==> src/rtl/poly_pkg.sv <==
// poly_pkg: shared widths, FSM state type, Q4.12 coefficient table and
// result-formatting helpers for the Horner polynomial datapath.
// POLY_SAT_EN selects saturating (defined) or wrapping (undefined) results.
package poly_pkg;

  localparam int ACC_W  = 16;                     // accumulator / operand / coefficient width
  localparam int FRAC_W = 12;                     // Q4.12 fractional bits
  localparam int NCOEF  = 11;                     // C0..C10
  localparam int PROD_W = 2 * ACC_W;              // unsigned magnitude product width
  localparam int Q_W    = PROD_W + 1 - FRAC_W;    // signed product after realignment
  localparam int SUM_W  = Q_W + 1;                // q + C without loss

  typedef enum logic [1:0] {
    ST_IDLE,
    ST_MUL,
    ST_ADD
  } state_e;

  // Polynomial coefficients C[0..10], Q4.12 two's complement.
  localparam logic [ACC_W-1:0] COEFF [NCOEF] = '{
    16'h1000, 16'h7000, 16'h0000, 16'hF000, 16'h1000, 16'h0400,
    16'hFC00, 16'h0200, 16'h0100, 16'hFF00, 16'h0080
  };

  // Selector values past the table fall back to C0.
  function automatic logic [ACC_W-1:0] coeff_of(input logic [3:0] sel);
    if (sel < 4'(NCOEF)) return COEFF[sel];
    return COEFF[0];
  endfunction

  // Unsigned magnitude of a two's-complement value; 0x8000 maps to 32768.
  function automatic logic [ACC_W-1:0] magnitude(input logic [ACC_W-1:0] v);
    return v[ACC_W-1] ? (~v + 1'b1) : v;
  endfunction

  // Clamp a full-width sum into the signed accumulator range.
  function automatic logic [ACC_W-1:0] saturate(input logic [SUM_W-1:0] s);
    if (s[SUM_W-1:ACC_W-1] == '0 || s[SUM_W-1:ACC_W-1] == '1) return s[ACC_W-1:0];
    return s[SUM_W-1] ? {1'b1, {(ACC_W-1){1'b0}}} : {1'b0, {(ACC_W-1){1'b1}}};
  endfunction

  // Accumulator write-back format: saturate or keep the low bits.
  function automatic logic [ACC_W-1:0] format_acc(input logic [SUM_W-1:0] s);
`ifdef POLY_SAT_EN
    return saturate(s);
`else
    return s[ACC_W-1:0];
`endif
  endfunction

endpackage

==> src/rtl/serial_mul2.sv <==
// serial_mul2: unsigned ACC_W x ACC_W shift-add multiplier retiring two
// multiplier bits per cycle; eight cycles after start the product is on p
// and done is high for the last accumulation cycle.
module serial_mul2
  import poly_pkg::*;
(
  input  logic              clk,
  input  logic              rst,
  input  logic              start,
  input  logic [ACC_W-1:0]  a,
  input  logic [ACC_W-1:0]  b,
  output logic              done,
  output logic [PROD_W-1:0] p
);

  logic [ACC_W-1:0]  mcand_q,   mcand_d;
  logic [ACC_W-1:0]  mplier_q,  mplier_d;
  logic [PROD_W-1:0] partial_q, partial_d;
  logic [2:0]        bitcnt_q,  bitcnt_d;
  logic              active_q,  active_d;
  logic [ACC_W+1:0]  pp;
  logic [PROD_W-1:0] addend;

  // Next-state: load on start, otherwise add one 2-bit partial product.
  always_comb begin
    // NOTE: every _d gets its hold value first, so no branch can leave one unassigned and infer a latch.
    mcand_d   = mcand_q;
    mplier_d  = mplier_q;
    partial_d = partial_q;
    bitcnt_d  = bitcnt_q;
    active_d  = active_q;
    unique case (mplier_q[1:0])
      2'd0:    pp = '0;
      2'd1:    pp = {2'b00, mcand_q};
      2'd2:    pp = {1'b0, mcand_q, 1'b0};
      default: pp = {2'b00, mcand_q} + {1'b0, mcand_q, 1'b0};
    endcase
    addend = {{(PROD_W-ACC_W-2){1'b0}}, pp} << {bitcnt_q, 1'b0};
    if (start) begin
      mcand_d   = a;
      mplier_d  = b;
      partial_d = '0;
      bitcnt_d  = '0;
      active_d  = 1'b1;
    end else if (active_q) begin
      partial_d = partial_q + addend;
      mplier_d  = mplier_q >> 2;
      bitcnt_d  = bitcnt_q + 3'd1;
      if (bitcnt_q == 3'd7) active_d = 1'b0;
    end
  end

  // State registers with synchronous reset.
  always_ff @(posedge clk) begin
    // NOTE: non-blocking assignments so every flop updates from pre-edge values.
    if (rst) begin
      mcand_q   <= '0;
      mplier_q  <= '0;
      partial_q <= '0;
      bitcnt_q  <= '0;
      active_q  <= 1'b0;
    end else begin
      mcand_q   <= mcand_d;
      mplier_q  <= mplier_d;
      partial_q <= partial_d;
      bitcnt_q  <= bitcnt_d;
      active_q  <= active_d;
    end
  end

  assign done = active_q && (bitcnt_q == 3'd7);
  assign p    = partial_q;

endmodule

==> src/rtl/poly_datapath.sv <==
// poly_datapath: Horner-step datapath acc <= fmt((acc * x) >>> FRAC_W + C[sel]).
// Signs are handled here; the magnitude product comes from serial_mul2.
// Build option POLY_SAT_EN: saturating write-back instead of wrap-around.
module poly_datapath
  import poly_pkg::*;
(
  input  logic             clk,
  input  logic             GlobalReset,
  input  logic             srdyi,
  input  logic [ACC_W-1:0] xin,
  input  logic [3:0]       coeff_sel,
  input  logic             sum_rst,
  input  logic             sum_en,
  input  logic             srdyo,
  output logic [ACC_W-1:0] yout,
  output logic             yvld,
  output logic             busy,
  output logic             step_err
);

  state_e            state_q,    state_d;
  logic [ACC_W-1:0]  acc_q,      acc_d;
  logic [ACC_W-1:0]  x_reg_q,    x_reg_d;
  logic [3:0]        sel_prev_q, sel_prev_d;
  logic              neg_q,      neg_d;
  logic [ACC_W-1:0]  coef_q,     coef_d;
  logic [ACC_W-1:0]  yout_q,     yout_d;
  logic              yvld_q,     yvld_d;
  logic              step_err_q, step_err_d;

  logic              trig, idle, mul_start, mul_rst, mul_done;
  logic [ACC_W-1:0]  acc_mag, x_mag;
  logic [PROD_W-1:0] mul_p;
  logic [PROD_W:0]   mag_ext;
  logic [Q_W-1:0]    q;
  logic [SUM_W-1:0]  sum;

  assign idle      = (state_q == ST_IDLE);
  assign trig      = sum_en && (coeff_sel != sel_prev_q);
  assign mul_start = trig && idle && !sum_rst;
  assign mul_rst   = GlobalReset || sum_rst;
  assign acc_mag   = magnitude(acc_q);
  assign x_mag     = magnitude(x_reg_q);

  serial_mul2 u_mul (
    .clk   (clk),
    .rst   (mul_rst),
    .start (mul_start),
    .a     (acc_mag),
    .b     (x_mag),
    .done  (mul_done),
    .p     (mul_p)
  );

  // Signed realignment: floor((+/-mag) / 2^FRAC_W). For a negative product
  // the upper bits of ~mag+1 are ~mag_hi plus a carry that exists only when
  // the discarded low bits are all zero.
  always_comb begin
    mag_ext = {1'b0, mul_p};
    if (neg_q)
      q = ~mag_ext[PROD_W:FRAC_W] + Q_W'(mag_ext[FRAC_W-1:0] == '0);
    else
      q = mag_ext[PROD_W:FRAC_W];
    sum = {q[Q_W-1], q} + {{(SUM_W-ACC_W){coef_q[ACC_W-1]}}, coef_q};
  end

  // Step FSM, operand latch, result capture and error flag.
  always_comb begin
    state_d    = state_q;
    acc_d      = acc_q;
    neg_d      = neg_q;
    coef_d     = coef_q;
    step_err_d = step_err_q;
    x_reg_d    = srdyi ? xin : x_reg_q;
    sel_prev_d = coeff_sel;
    yout_d     = srdyo ? acc_q : yout_q;
    yvld_d     = srdyo;
    if (sum_rst) begin
      state_d    = ST_IDLE;
      acc_d      = '0;
      step_err_d = 1'b0;
    end else begin
      if (trig && !idle) step_err_d = 1'b1;
      unique case (state_q)
        ST_IDLE: if (trig) begin
          state_d = ST_MUL;
          neg_d   = acc_q[ACC_W-1] ^ x_reg_q[ACC_W-1];
          coef_d  = coeff_of(coeff_sel);
        end
        ST_MUL: if (mul_done) state_d = ST_ADD;
        ST_ADD: begin
          acc_d   = format_acc(sum);
          state_d = ST_IDLE;
        end
        default: state_d = ST_IDLE;
      endcase
    end
  end

  // Registers with synchronous active-high reset.
  always_ff @(posedge clk) begin
    if (GlobalReset) begin
      state_q    <= ST_IDLE;
      acc_q      <= '0;
      x_reg_q    <= '0;
      sel_prev_q <= '0;
      neg_q      <= 1'b0;
      coef_q     <= '0;
      yout_q     <= '0;
      yvld_q     <= 1'b0;
      step_err_q <= 1'b0;
    end else begin
      state_q    <= state_d;
      acc_q      <= acc_d;
      x_reg_q    <= x_reg_d;
      sel_prev_q <= sel_prev_d;
      neg_q      <= neg_d;
      coef_q     <= coef_d;
      yout_q     <= yout_d;
      yvld_q     <= yvld_d;
      step_err_q <= step_err_d;
    end
  end

  assign yout     = yout_q;
  assign yvld     = yvld_q;
  assign busy     = !idle;
  assign step_err = step_err_q;

endmodule

==> config.mk <==
export PLATFORM = sky130hd
export DESIGN_NAME = poly_datapath
export DESIGN_NICKNAME = d
export VERILOG_FILES = /design/src/rtl/poly_pkg.sv /design/src/rtl/serial_mul2.sv /design/src/rtl/poly_datapath.sv
export SDC_FILE = /design/constraint.sdc
export NUM_CORES = 1
export LEC_CHECK = 0
export BUFFER_PORTS_ARGS = -buffer_cell sky130_fd_sc_hd__buf_2
export CAP_MARGIN = 20
export CORE_UTILIZATION = 55
export CTS_CLUSTER_DIAMETER = 30
export CTS_CLUSTER_SIZE = 12
export DETAILED_ROUTE_END_ITERATION = 7
export PLACE_DENSITY = 0.82
export SYNTH_ARGS = -nofsm -noshare
export SYNTH_HDL_FRONTEND = slang
export SYNTH_SLANG_ARGS = --single-unit
==> constraint.sdc <==
create_clock -name clk -period 6.13 [get_ports clk]
set_clock_uncertainty 0.15 [all_clocks]
set_input_delay 1.839 -clock clk [delete_from_list [all_inputs] [get_ports clk]]
set_output_delay 1.839 -clock clk [all_outputs]
set_load 0.01 [all_outputs]
* After elaboration in Yosys (flattened, before gate mapping) *
Memory sizes are Yosys's and may differ from the RTL's.
Index checks and enable logic that the tools add are counted.

word-level totals
  bits in registers = 141
  memory bits (read-only) = 256
  input bits = 26
  output and inout port bits = 19
  logic and storage cells = 75
  memories = 1

memory list
  memory           depth  bits a word  rd ports  clocked after Yosys merged registers in  write ports  line            text
  (no name shown)  16     16           1         0                                        0            poly_pkg.sv:27  if (sel < 4'(NCOEF)) return COEFF[sel];

operators by class
  add/subtract/negate cells = 7
  magnitude comparators = 2
  equality and inequality tests = 8
  shift-type cells = 1
  multiplexer cells = 20
  bitwise gates (word level) = 6
  reduce and logical (&&, ||, !) cells = 16

operators by type and width
  kind                                                                    number
  16-bit 2-to-1 mux                                                       9
  18-bit one-hot mux with 3 select lines                                  1
  16-bit inverter                                                         3
  16-bit by 1-bit adder with 16-bit output (second input constant)        2
  32-bit adder                                                            1
  18-bit by 4-bit left shift with 32-bit output                           1
  16-bit by 17-bit adder with 18-bit output                               1
  16-bit by 1-bit adder with 16-bit output                                1
  16-bit adder                                                            1
  12-bit zero test                                                        1
  1-bit 2-to-1 mux                                                        7
  5-bit greater-or-equal comparator (second input constant)               1
  1-bit logical AND                                                       5
  4-bit inverter with 5-bit output                                        1
  2-bit by 1-bit equality test with 1-bit output (second input constant)  2
  2-bit equality test (second input constant)                             2
  2-bit zero test                                                         2
  4-bit less-than comparator (second input constant)                      1
  2-bit 2-to-1 mux                                                        2
  2-bit inequality test (second input constant)                           2
  4-bit inequality test                                                   1
  2-bit one-hot mux with 2 select lines                                   1
  2-bit OR reduction                                                      2
  3-bit by 1-bit adder with 3-bit output (second input constant)          1
  8 further kinds                                                         9

* Longest topological paths before layout *
Gate-level depths: netlist (run 1).

  word-level depth = 6
  gate-level depth with buffers = 22

* Hierarchy *
From an unflattened synthesis (run 1), not the netlist that was laid out.

unflattened totals
  cells, all modules = 1211
  area total of the unflattened synthesis = 9813.2 um^2

by module, submodules not included
  module         instances  cells each  area each (um^2)  seq. area each (um^2)
  serial_mul2    1          772         5993.2            1361.3
  poly_datapath  1          439         3819.9            1301.2

* Worst setup path after synthesis (run 1) *
No wires, ideal clock.

  kind = register -> register
  from = register u_mul.mcand_q[1]
  to = register u_mul.partial_q[27] (netlist: u_mul.p[27])
  setup time = 70 ps
  data arrival time = 4639 ps
  data required time = 5910 ps
  setup slack = 1272 ps
  cell stages (with the launch flop) = 21
  buffers on the path = 0
  path through = dfxtp_1 -> ha_1 -> a21o_1 -> and4_1 -> o2111ai_1 -> a211oi_1 -> nor2_1 -> xnor2_1 -> a21o_1 -> mux4_2 -> o21a_1 -> ha_1 -> and3_1 -> nand2_1 -> and3b_1 -> o41ai_2 -> o21ai_0 -> a211o_1 -> o21a_1 -> or4_1 -> a21oi_1

between the ends
  word-level cells in the longest chain between the ends = 4

ends and longest elaborated chain
  item                                             line               text
  from (decl)                                      serial_mul2.sv:16  logic [ACC_W-1:0] mcand_q, mcand_d;
  from (signal assigned)                           serial_mul2.sv:63  mcand_q <= mcand_d;
  16-bit by 17-bit adder with 18-bit output        serial_mul2.sv:36  default: pp = {2'b00, mcand_q} + {1'b0, mcand_q, 1'b0};
  18-bit one-hot mux with 3 select lines *         serial_mul2.sv:32  unique case (mplier_q[1:0])
  18-bit by 4-bit left shift with 32-bit output *  serial_mul2.sv:38  addend = {{(PROD_W-ACC_W-2){1'b0}}, pp} << {bitcnt_q, 1'b0};
  32-bit adder *                                   serial_mul2.sv:46  partial_d = partial_q + addend;
  to (signal assigned)                             serial_mul2.sv:65  partial_q <= partial_d;
  to (decl)                                        serial_mul2.sv:18  logic [PROD_W-1:0] partial_q, partial_d;

Every way passes the cells marked *; elsewhere a longest branch is shown, timed or not.
A chain may end at the register's enable or synchronous reset.

* Worst setup path after layout (run 1) *
Ends and elaborated chain as after synthesis.

==> reports/metrics.cfg, run 1 <==
[pwr]
power_density_mw_per_mm2=214.9
leakagePower_uw=0.004317
seq_power_share_pct=40.8
vdd_drop_max_mv=0.1986
p_clk_share_pct=50.9
p_switching_uw=537.9
comb_power_share_pct=8.2
sw_frac_of_total_pct=24.91
intPower_uw=1621

[setup_path]
path_class=reg -> reg
critPathMaxFanout=6
reg2regPathDepth=22
r2r_end=u_mul.p[27]$_SDFFE_PP0P_
crit_required_ps=6330
rrSetupSlack_ps=590
endpoint_kind=flop
rr_startpoint=u_mul.mcand_q[1]$_SDFFE_PP0P_
arrival_ps=5740
worstSetupStartpointType=flop

[floorplan]
rows=46
fp.dieH_microns=130.5
num_io_pins=45
die-area_sq_mm=0.01702
coreArea_sq_mm=0.01600
start_util_pct=56.73
dieWidth_microns=130.5

[timing]
fmax_mhz=180.5
rsz0062_at_grt=no
worst_pin_slew_ps=947.5
finalSetupViolCount=0
drv_slew=0
fin_crit_sh_pct=90.37
finalHoldViolCount=0
tns_ps=0
fin_crit_ps=5540
maxSlewHeadroom_pct=36.60

[placement]
finalWeightedCongestion=0.9317
dpl-instance-area_sq_mm=0.009413
dp_hpwl_microns=15890
port_buffers=44

[synthesis]
async_reset_ff_share_pct=0
ys_seq_area_share_pct=28.45
synth-seq-cells=129
synth_area_sq_mm=0.009076
ys_warn_count=0
synth_edf_count=0
yosysUniqueCellTypes=70
avgSynthCellArea_sq_um=8.162
synth_cells=1112
synthFlopType=dfxtp_1
netlist.area_leader.share_pct=28.45
syn-num-nets=1201
yosys-top-cells-area=dfxtp_1 (28%), mux2i_1 (9.5%), ha_1 (8.3%)
yosysTopAreaCell=dfxtp_1

[clock_network]
ctsHtreeMaxLevel=4
clock-sinks=129
clk_path_buf_depth=2
cts_buffers=17
clock_latency_ps=430
ctsRootBufferMaster=clkbuf_16
postCtsResizedCells=0
path_clk_slew_ps=60
cts_tree=done
hold_buffers=0
cts_setup_buffers=0

[drt]
drt_iter0_drc=605
drt_pass1_iterations=5
drt-total-wl_microns=21780
ant_nets=0
route.detailed.drc=0
via_count=8040
via_per_inst=5.947
drt-wirelength-per-cell_microns=16.11

[worst_hold_path]
whs_endpoint=step_err$_SDFFE_PP0P_
hold_class=reg -> reg
hold_depth=2
min-delay-start=step_err$_SDFFE_PP0P_

[global_route]
grt_pass1_wl_microns=35390
antenna_found_initial=0
grt_overflow=0
grt_usage_pct=26.38
grt_max_degree=54
grt_pass1_vias=7376

[final_layout]
num-fill-cells=1379
n_antenna_cell=0
drive_gt1_share_pct=10.12
layout_common_cells=nor2_1 (145), dfxtp_1 (128), nand2_1 (88), mux2i_1 (86), a21oi_1 (61)
areaGrowthSynthToFinish_pct=10.68
final_common_cell=nor2_1
stdcell_area_sq_mm=0.01005
final_nets=1212

[run]
maxCapViolCount=0

[outcome]
status=finished, final reports clean

## cells in the mapped netlist (24+ instances only)
library cell and count:
ha_1 60, mux2i_1 86, xor2_1 35, a211oi_1 48, a21oi_1 61, dfxtp_1 129
xnor2_1 42, nand2_1 88, o21ai_0 49, inv_1 32, nor3_1 24, clkbuf_1 53
nor2_1 145, a21o_1 25
## flip-flops by register name (all words and copies together), names as in the netlist
register,cells
u_mul.mcand_q,16
step_err,1
yout,16
u_mul.bitcnt_q,3
u_mul.active_q,1
x_reg_q,16
state_q,2
acc_q,16
u_mul.mplier_q,16
yvld,1
coef_q,8
u_mul.p,28
neg_q,1
sel_prev_q,4
## worst max-delay path, cell delays in order, from the launching register on
cell	delay [ps]
dfxtp_1	420
ha_1	200
inv_1	50
fa_1	380
nand2b_1	180
a21o_1	220
a211oi_4	330
nor2_1	110
xor2_1	150
o21ai_0	320
mux2i_1	140
mux2i_1	240
o2bb2ai_1	160
ha_1	300
a21o_1	190
a21oi_1	130
o21ai_0	220
o41ai_2	440
o21ai_0	180
a211o_1	300
o21a_1	110
or4_1	400
a21oi_1	140
## cell type report
| type | instances | area, sq um | share of cell area [%] |
|---|---|---|---|
| flip-flops and latches | 129 | 2584 | 25.72 |
| clock buffers | 19 | 432.9 | 4.309 |
| repair buffers | 55 | 302.8 | 3.014 |
| multi-input cells | 885 | 6125 | 60.97 |
| clock inverters | 13 | 200.2 | 1.993 |
| inverters | 35 | 131.4 | 1.308 |
| well taps | 216 | 270.3 | 2.690 |
## power groups by stage
stage                     clock network (uW)  registers, uW  logic [uW]
after global routing                    1140            885         196
after CTS                               1100            882         177
final                                   1100            882         178
after global placement                     0            899         172
after detailed placement                   0            900         176
after floorplan                            0            890         144
## worst max path at each step
stage	start	to	cells past startpoint
final	u_mul.mcand_q[1]$_SDFFE_PP0P_	u_mul.p[27]$_SDFFE_PP0P_	22
after global routing	u_mul.mcand_q[2]$_SDFFE_PP0P_	u_mul.p[27]$_SDFFE_PP0P_	20
after CTS	u_mul.mcand_q[1]$_SDFFE_PP0P_	u_mul.p[27]$_SDFFE_PP0P_	22
after detailed placement	u_mul.mcand_q[1]$_SDFFE_PP0P_	u_mul.p[27]$_SDFFE_PP0P_	22
after global placement	u_mul.mcand_q[1]$_SDFFE_PP0P_	u_mul.p[27]$_SDFFE_PP0P_	22
after floorplan	u_mul.mcand_q[1]$_SDFFE_PP0P_	u_mul.p[27]$_SDFFE_PP0P_	20
## kinds of logic (layout without fill, tap and decap cells)
group / Yosys count / after routing / synth area share (%)
multiplexers: 97 / 97 / 11.22
adder cells (fa/ha/maj): 63 / 63 / 8.933
AO/OA/AOI/OAI: 283 / 283 / 21.34
AND/OR/NAND/NOR: 365 / 365 / 18.53
XOR/XNOR: 77 / 77 / 7.430
flip-flops: 129 / 129 / 28.45
buffers and inverters: 98 / 122 / 4.094
## per-stage QoR
stage,worst slack [ps],instances,hold WS (ps),total power [uW],utilization (%)
after floorplan,1272,1112,286.2,1033,-
after global placement,806.8,1320,305.7,1072,58.83
after detailed placement,723.3,1320,316.9,1076,58.83
after CTS,662.5,1352,329.9,2161,62.79
after global routing,212.2,1352,361.7,2223,62.79
final,590.3,1352,327.5,2159,62.79
## per-layer routing
layer  up-vias  wire [microns]  global-route usage [%]
met3        44             919                   4.031
met4         0             496                   10.34
met5         -               0                       0
met1      3766            9884                   33.10
li1       4031               -                       -
met2       199           10480                   45.49
(Power assumes the default switching activity.)
==> inputs of run 2 (changes only) <==
--- a/config.mk
+++ b/config.mk
@@ -5,6 +5,7 @@
 export SDC_FILE = /design/constraint.sdc
 export NUM_CORES = 1
 export LEC_CHECK = 0
+export ABC_AREA = 1
 export BUFFER_PORTS_ARGS = -buffer_cell sky130_fd_sc_hd__buf_2
 export CAP_MARGIN = 20
 export CORE_UTILIZATION = 55
==> run 2 against run 1 <==
Against the previous run:
- die area is 1.9% higher
- cell area is 0.80% higher
- maximum frequency is 20% higher
- global-route usage is 3.0 points higher
- critical path depth is 2 lower
- hold slack worse by 9.2 ps
- first-iteration DRC count is 56% higher
- critical path type unchanged
- highest routed layer unchanged
==> reports/metrics.cfg, run 2 <==
[timing]
setup_slack_ps=1514  ; +923.3 ps
maxSlewHeadroom_pct=29.49  ; -7.1 points
rsz0062_at_grt=no
worst_pin_slew_ps=1056  ; +108.9 ps
fmax_mhz=216.6  ; +20%
fin_crit_sh_pct=75.31  ; -15 points
finalSetupViolCount=0  ; unchanged
fin_crit_ps=4616  ; -923.3 ps
finalHoldViolCount=0  ; unchanged
drv_slew=0  ; unchanged
tns_ps=0  ; unchanged

[synthesis]
avgSynthCellArea_sq_um=6.620  ; -19%
syn-num-nets=1486  ; +24%
synth_area_sq_mm=0.009248  ; +1.9%
synth_common_cells=nand2_1 (239), inv_1 (179), a21oi_1 (144)
synth_edf_count=0  ; unchanged
yosysMostFrequentCell=nand2_1
ys_warn_count=0  ; unchanged
yosysTopAreaCell=dfxtp_1
yosysUniqueCellTypes=48  ; -31%
yosys-top-cells-area=dfxtp_1 (28%), nand2_1 (9.7%), ha_1 (8.1%)
synth-seq-cells=129  ; unchanged
netlist.area_leader.share_pct=27.93  ; -0.53 points
synth_cells=1397  ; +26%
ys_seq_area_share_pct=27.93  ; -0.53 points
synthFlopType=dfxtp_1
async_reset_ff_share_pct=0  ; unchanged

[floorplan]
num_io_pins=45  ; unchanged
die-area_sq_mm=0.01734  ; +1.9%
fp.dieH_microns=131.7  ; +0.93%
start_util_pct=55.96  ; -0.76 points
rows=47  ; +2.2%
coreArea_sq_mm=0.01652  ; +3.3%
dieWidth_microns=131.7  ; +0.93%

[run]
maxCapViolCount=0  ; unchanged

[setup_path]
path_delay_family=compound AO/OA/AOI/OAI gates
worstSetupStartpointType=flop
endpoint_kind=flop
arrival_ps=4790  ; -950 ps
rrSetupSlack_ps=1510  ; +920 ps
crit_slowest_cell=clkinv_1
critPathMaxFanout=17  ; +11
critical_path.cell_chain=nand2_1 -> clkinv_1 -> o21ai_1 -> o21ai_0 -> o21ai_0 -> nor2_1 -> ha_1 -> nand2_1 -> o21ai_0 -> o21ai_1 -> nand2_1 -> a21oi_2 -> o21bai_1 -> nand2_1 -> inv_1 -> nor2_1 -> nand2_1 -> nand3_1 -> nand2_1 -> inv_1
cpMostUsedCell=nand2_1
path_class=reg -> reg
crit_required_ps=6300  ; -30 ps
crit_buf_inv=3  ; +2
worst_path_largest_cell_delay_ps=580  ; +140 ps

[pwr]
leakagePower_uw=0.004728  ; +9.5%
power_density_mw_per_mm2=210.8  ; -1.9%
totalPowerFinal_uw=2135  ; -1.1%
vdd_drop_max_mv=0.2336  ; +18%

[final_layout]
drive_gt1_share_pct=8.439  ; -1.7 points
layout_common_cells=nand2_1 (239), inv_1 (179), a21oi_1 (144), o21ai_0 (135), dfxtp_1 (129)
multi_input_area_sq_mm=0.005751  ; -6.1%
seq_area_sq_mm=0.002582  ; about the same
final_nets=1499  ; +24%
largest_reg_flops=28  ; unchanged
final_common_cell=nand2_1
num-fill-cells=1511  ; +9.6%
n_antenna_cell=0  ; unchanged
areaGrowthSynthToFinish_pct=9.498

[clock_network]
cts_setup_buffers=0  ; unchanged
path_clk_slew_ps=60  ; about the same
postCtsResizedCells=0  ; unchanged
cts_buffers=17  ; unchanged
hold_buffers=0  ; unchanged
clock_latency_ps=430  ; about the same
ctsHtreeMaxLevel=4  ; unchanged
ctsRootBufferMaster=clkbuf_16
clock-sinks=129  ; unchanged
cts_tree=done
clk_path_buf_depth=2  ; unchanged

[drt]
drt_iter0_drc=943  ; +56%
drt_pass1_iterations=7  ; +2
via_count=9308  ; +16%
via_per_inst=5.669  ; -4.7%
route.detailed.drc=0  ; unchanged
ant_nets=0  ; unchanged
drt-total-wl_microns=24890  ; +14%
drt-wirelength-per-cell_microns=15.16  ; -5.9%

[outcome]
status=finished, final reports clean

[placement]
dp_hpwl_microns=18380  ; +16%
port_buffers=44  ; unchanged
dp_slack_ps=1274  ; +550.8 ps
finalWeightedCongestion=0.9474  ; +1.7%

[global_route]
grt_usage_pct=29.34  ; +3.0 points
grt_max_degree=45  ; -17%
antenna_found_initial=0  ; unchanged
grt_pass1_vias=8710  ; +18%
grt_overflow=0  ; unchanged
grt_pass1_wl_microns=41390  ; +17%

[worst_hold_path]
hold_class=reg -> reg

[run 2: cell types whose count changed after synthesis, moves of 15 or more]
cell	before	now
a211oi_1	48	4
a21oi_1	61	144
nand3_1	18	95
mux2i_1	86	0
nand2_1	88	239
nor2_1	145	127
inv_1	32	179
o21ai_1	0	21
nor2b_1	15	0
a21o_1	25	5
o21ai_0	49	135
clkbuf_1	53	37
xnor2_1	42	15
[run 2: cells by family (layout without fill, tap and decap cells)]
| group | count (synthesis) | after routing | share of synthesized area (%) |
|---|---|---|---|
| simple gates | 532 | 532 | 25.15 |
| compound gates | 373 | 373 | 22.46 |
| buf+inv | 239 | 264 | 9.917 |
| flops | 129 | 129 | 27.93 |
| fa+ha+maj | 63 | 63 | 8.767 |
| xor+xnor | 61 | 61 | 5.777 |
[run 2: path summary, 6_finish.rpt]
path / startpoint / to / cells after the start
setup / recovery: u_mul.mplier_q[0]$_SDFFE_PP0P_ / u_mul.p[21]$_SDFFE_PP0P_ / 20
hold / removal: u_mul.mplier_q[2]$_SDFFE_PP0P_ / u_mul.mplier_q[2]$_SDFFE_PP0P_ / 2
setup reg to reg: u_mul.mplier_q[0]$_SDFFE_PP0P_ / u_mul.p[21]$_SDFFE_PP0P_ / 20
hold reg to reg: u_mul.mplier_q[2]$_SDFFE_PP0P_ / u_mul.mplier_q[2]$_SDFFE_PP0P_ / 2
[run 2: stage by stage]
stage | hold slack, ps | cell area, sq um | utilization (%) | cells
floorplan | 294.5 | 9248 | - | 1397
global placement | 297.2 | 9545 | 57.76 | 1611
detailed placement | 307.1 | 9545 | 57.76 | 1611
CTS | 319.0 | 10130 | 61.28 | 1642
global route | 341.0 | 10130 | 61.28 | 1642
finish | 318.3 | 10130 | 61.28 | 1642
[run 2: routing by layer]
| layer | global-route usage [%] | share of wire, % | vias to the layer above |
|---|---|---|---|
| li1 | - | - | 4701 |
| met1 | 37.35 | 44 | 4201 |
| met2 | 48.88 | 47 | 334 |
| met3 | 4.784 | 5.4 | 72 |
| met4 | 12.53 | 3.4 | 0 |
| met5 | 0 | 0 | - |
[run 2: area by class of cell]
class                      instances  share of cell area (%)
multi-input combinational       1029                   56.79
sequential                       129                   25.50
inverter                         187                   6.932
clock buffer                      17                   4.201
tap                              220                   2.718
timing repair buffer              46                   2.323
clock inverter                    14                   1.532
[run 2: report_power, final]
| group | switching, uW | internal, uW |
|---|---|---|
| registers | 25.8 | 866 |
| logic | 149 | 75.0 |
| clock network | 418 | 601 |
| total | 592 | 1540 |
[run 2: worst min-delay path, stage by stage, from the launching register on]
cell	delay [ps]
dfxtp_1	310
nand2_1	60
a21oi_1	50
==> inputs of run 3 (changes only) <==
--- a/config.mk
+++ b/config.mk
@@ -5,14 +5,14 @@
 export SDC_FILE = /design/constraint.sdc
 export NUM_CORES = 1
 export LEC_CHECK = 0
-export ABC_AREA = 1
+export ABC_AREA = 0
 export BUFFER_PORTS_ARGS = -buffer_cell sky130_fd_sc_hd__buf_2
 export CAP_MARGIN = 20
 export CORE_UTILIZATION = 55
 export CTS_CLUSTER_DIAMETER = 30
 export CTS_CLUSTER_SIZE = 12
 export DETAILED_ROUTE_END_ITERATION = 7
-export PLACE_DENSITY = 0.82
+export PLACE_DENSITY = 0.85
 export SYNTH_ARGS = -nofsm -noshare
 export SYNTH_HDL_FRONTEND = slang
 export SYNTH_SLANG_ARGS = --single-unit
==> constraint.sdc (replaced) <==
create_clock -name clk -period 4.1 [get_ports clk]
set_clock_uncertainty 0.15 [all_clocks]
set_input_delay 1.23 -clock clk [delete_from_list [all_inputs] [get_ports clk]]
set_output_delay 1.23 -clock clk [all_outputs]
set_load 0.01 [all_outputs]
==> run 3 against run 2 <==
Against the previous run:
- the flow now finishes with violations (setup timing)
- global-route usage grew 5.4 points
- maximum frequency shrank 9.7%
- flip-flop and latch count is the same
- die area shrank 1.8%
- routed wire length grew 26%
- clock power grew 60%
- hold slack gained 7.2 ps
- critical path depth grew 3
- sequential power grew 48%
- combinational power grew 56%
- largest power group unchanged
==> reports/metrics.cfg, run 3 (synthesis gave the netlist of run 1 again) <==
[outcome]
status=complete, but fails checks
violations=setup timing

[worst_hold_path]
hold_class=reg -> reg
hold_depth=2  ; unchanged
whs_endpoint=coef_q[7]$_SDFFE_PP0P_
min-delay-start=coef_q[7]$_SDFFE_PP0P_

[pwr]
intPower_uw=2410  ; +56%
vdd_drop_max_mv=0.4049  ; +73%
power_density_mw_per_mm2=272.2  ; +29%
p_clk_share_pct=49.5  ; +1.8 points
p_switching_uw=890.7  ; +50%
leakagePower_uw=0.005452  ; +15%
sw_frac_of_total_pct=26.98  ; -0.76 points
seq_power_share_pct=39.9  ; -1.9 points
comb_power_share_pct=10.6  ; about the same

[global_route]
antenna_found_initial=1  ; +1
grt_usage_pct=34.71  ; +5.4 points
grt_max_degree=54  ; +20%
grt_pass1_wl_microns=45760  ; +11%
grt_overflow=0  ; unchanged
grt_pass1_vias=9332  ; +7.1%

[setup_path]
crit_required_ps=4320  ; -1980 ps
r2r_end=u_mul.p[27]$_SDFFE_PP0P_
path_class=reg -> reg
rr_startpoint=u_mul.mcand_q[1]$_SDFFE_PP0P_
critPathMaxFanout=4  ; -13
arrival_ps=5330  ; +540 ps
rrSetupSlack_ps=-1010  ; -2530 ps
endpoint_kind=flop
reg2regPathDepth=23  ; +15%
worstSetupStartpointType=flop

[floorplan]
dieWidth_microns=130.5  ; -0.92%
fp.dieH_microns=130.5  ; -0.92%
start_util_pct=56.73  ; +0.76 points
coreArea_sq_mm=0.01600  ; -3.2%
num_io_pins=45  ; unchanged
rows=46  ; -2.1%
die-area_sq_mm=0.01702  ; -1.8%

[placement]
place_inst=1503  ; -6.7%
dpl-instance-area_sq_mm=0.01095  ; +15%
port_buffers=44  ; unchanged
dp_hpwl_microns=19070  ; +3.7%
finalWeightedCongestion=0.9689  ; +2.3%
dp_slack_ps=-968.5  ; -2243 ps

[final_layout]
drive_gt1_share_pct=30.50  ; +22 points
fin_util_pct=75.79  ; +15 points
final_nets=1417  ; -5.5%
layout_common_cells=buf_4 (211), nor2_1 (144), dfxtp_1 (120), nand2_1 (86), mux2i_1 (83)
num-fill-cells=968  ; -36%
stdcell_count=1558  ; -5.1%
largest_reg_flops=28  ; unchanged
stdcell_area_sq_mm=0.01213  ; +20%
areaGrowthSynthToFinish_pct=33.61
final_common_cell=buf_4

[drt]
drt-total-wl_microns=31270  ; +26%
via_per_inst=6.320  ; +11%
route.detailed.drc=0  ; unchanged
drt_pass1_iterations=6  ; -1
via_count=9846  ; +5.8%
drt_iter0_drc=1140  ; +21%
drt-wirelength-per-cell_microns=20.07  ; +32%
ant_nets=0  ; unchanged

[timing]
drv_slew=0  ; unchanged
rsz0062_at_grt=yes
fin_crit_ps=5111  ; +495.0 ps
fmax_mhz=195.6  ; -9.7%
maxSlewHeadroom_pct=27.26  ; -2.2 points
setup_slack_ps=-1012  ; -2525 ps
worst_pin_slew_ps=1090  ; +33.49 ps
finalHoldViolCount=0  ; unchanged
finalSetupViolCount=24  ; +24
tns_ps=-13930  ; -13930 ps
fin_crit_sh_pct=124.7  ; +49 points

[clock_network]
ctsRootBufferMaster=clkbuf_16
ctsHtreeMaxLevel=4  ; unchanged
cts_tree=done
cts_buffers=17  ; unchanged
hold_buffers=0  ; unchanged
clock_latency_ps=430  ; about the same
clock-sinks=129  ; unchanged
clk_path_buf_depth=2  ; unchanged
path_clk_slew_ps=70  ; about the same

[run]
maxCapViolCount=0  ; unchanged

## run 3: cell types whose count changed in the layout (fill, tap and decap cells not counted), sizes merged, moves of 20 or more
| cell | change |
|---|---|
| a21oi | -85 |
| nand3 | -88 |
| a21o | +20 |
| inv | -147 |
| buf | +214 |
| xnor2 | +27 |
| a211oi | +46 |
| o21ai | -108 |
| nand2 | -158 |
| mux2i | +86 |
## run 3: power groups by stage
stage	logic, uW	clock network [uW]	registers [uW]
after floorplan	219	0	1330
after global routing	376	1690	1320
final	350	1630	1320
after detailed placement	318	0	1340
after global placement	307	0	1340
after CTS	330	1630	1320
## run 3: layout make-up
type	count	area, sq um	area share, %
inverter	35	131.4	1.083
clock inverter	15	195.2	1.610
antenna	1	2.502	0.02064
multi-input combinational	885	6618	54.57
sequential	129	2606	21.49
tap	216	270.3	2.229
clock buffer	17	425.4	3.508
timing repair buffer	260	1878	15.49
## run 3: repair_timing
item | 4_1_cts | 5_1_grt
setup endpoints to repair | 24 | 25
pin swaps | 41 | 37
buffers inserted | 11 | 11
resized for setup | 45 | 50
## run 3: worst max path at each step
stage	from	end	slack [ps]
final	u_mul.mcand_q[1]$_SDFFE_PP0P_	u_mul.p[27]$_SDFFE_PP0P_	-1010
after detailed placement	u_mul.mcand_q[1]$_SDFFE_PP0P_	u_mul.p[27]$_SDFFE_PP0P_	-970
after global placement	u_mul.mcand_q[1]$_SDFFE_PP0P_	u_mul.p[27]$_SDFFE_PP0P_	-830
after floorplan	u_mul.mcand_q[0]$_SDFFE_PP0P_	u_mul.p[27]$_SDFFE_PP0P_	-590
after global routing	u_mul.mcand_q[3]$_SDFFE_PP0P_	u_mul.p[27]$_SDFFE_PP0P_	-1130
after CTS	u_mul.mcand_q[1]$_SDFFE_PP0P_	u_mul.p[27]$_SDFFE_PP0P_	-770
## run 3: per-layer routing
metal | part of all wire, % | vias to the layer above | wire length [microns] | global-route usage, %
met5 | 0 | - | 0 | 0
met4 | 7.4 | 0 | 2304 | 20.01
met3 | 8.4 | 217 | 2638 | 7.166
met2 | 47 | 611 | 14680 | 60.58
met1 | 37 | 4581 | 11650 | 39.41
li1 | - | 4437 | - | -
## run 3: per-stage QoR
stage | hold WS, ps | total power (uW)
after global routing | 336.1 | 3389
after detailed placement | 309.2 | 1661
after CTS | 324.6 | 3277
final | 325.4 | 3301
after global placement | 294.6 | 1648
after floorplan | 286.2 | 1549
## run 3: worst max-delay path, cell delays in order, from the launching register on
cell and delay, ps:
dfxtp_4 390, ha_4 140, inv_2 40, fa_2 350
nand2b_4 160, a21o_1 230, a211oi_4 280, nor2_1 80
xor2_1 200, o21ai_1 140, buf_4 150, buf_4 130
mux2i_2 180, mux2i_1 140, a22o_1 300, ha_1 390
and3_1 250, buf_4 160, nand2_1 90, o21ai_2 160
a211o_1 200, nor3_1 100, or4_4 520, a21oi_2 130
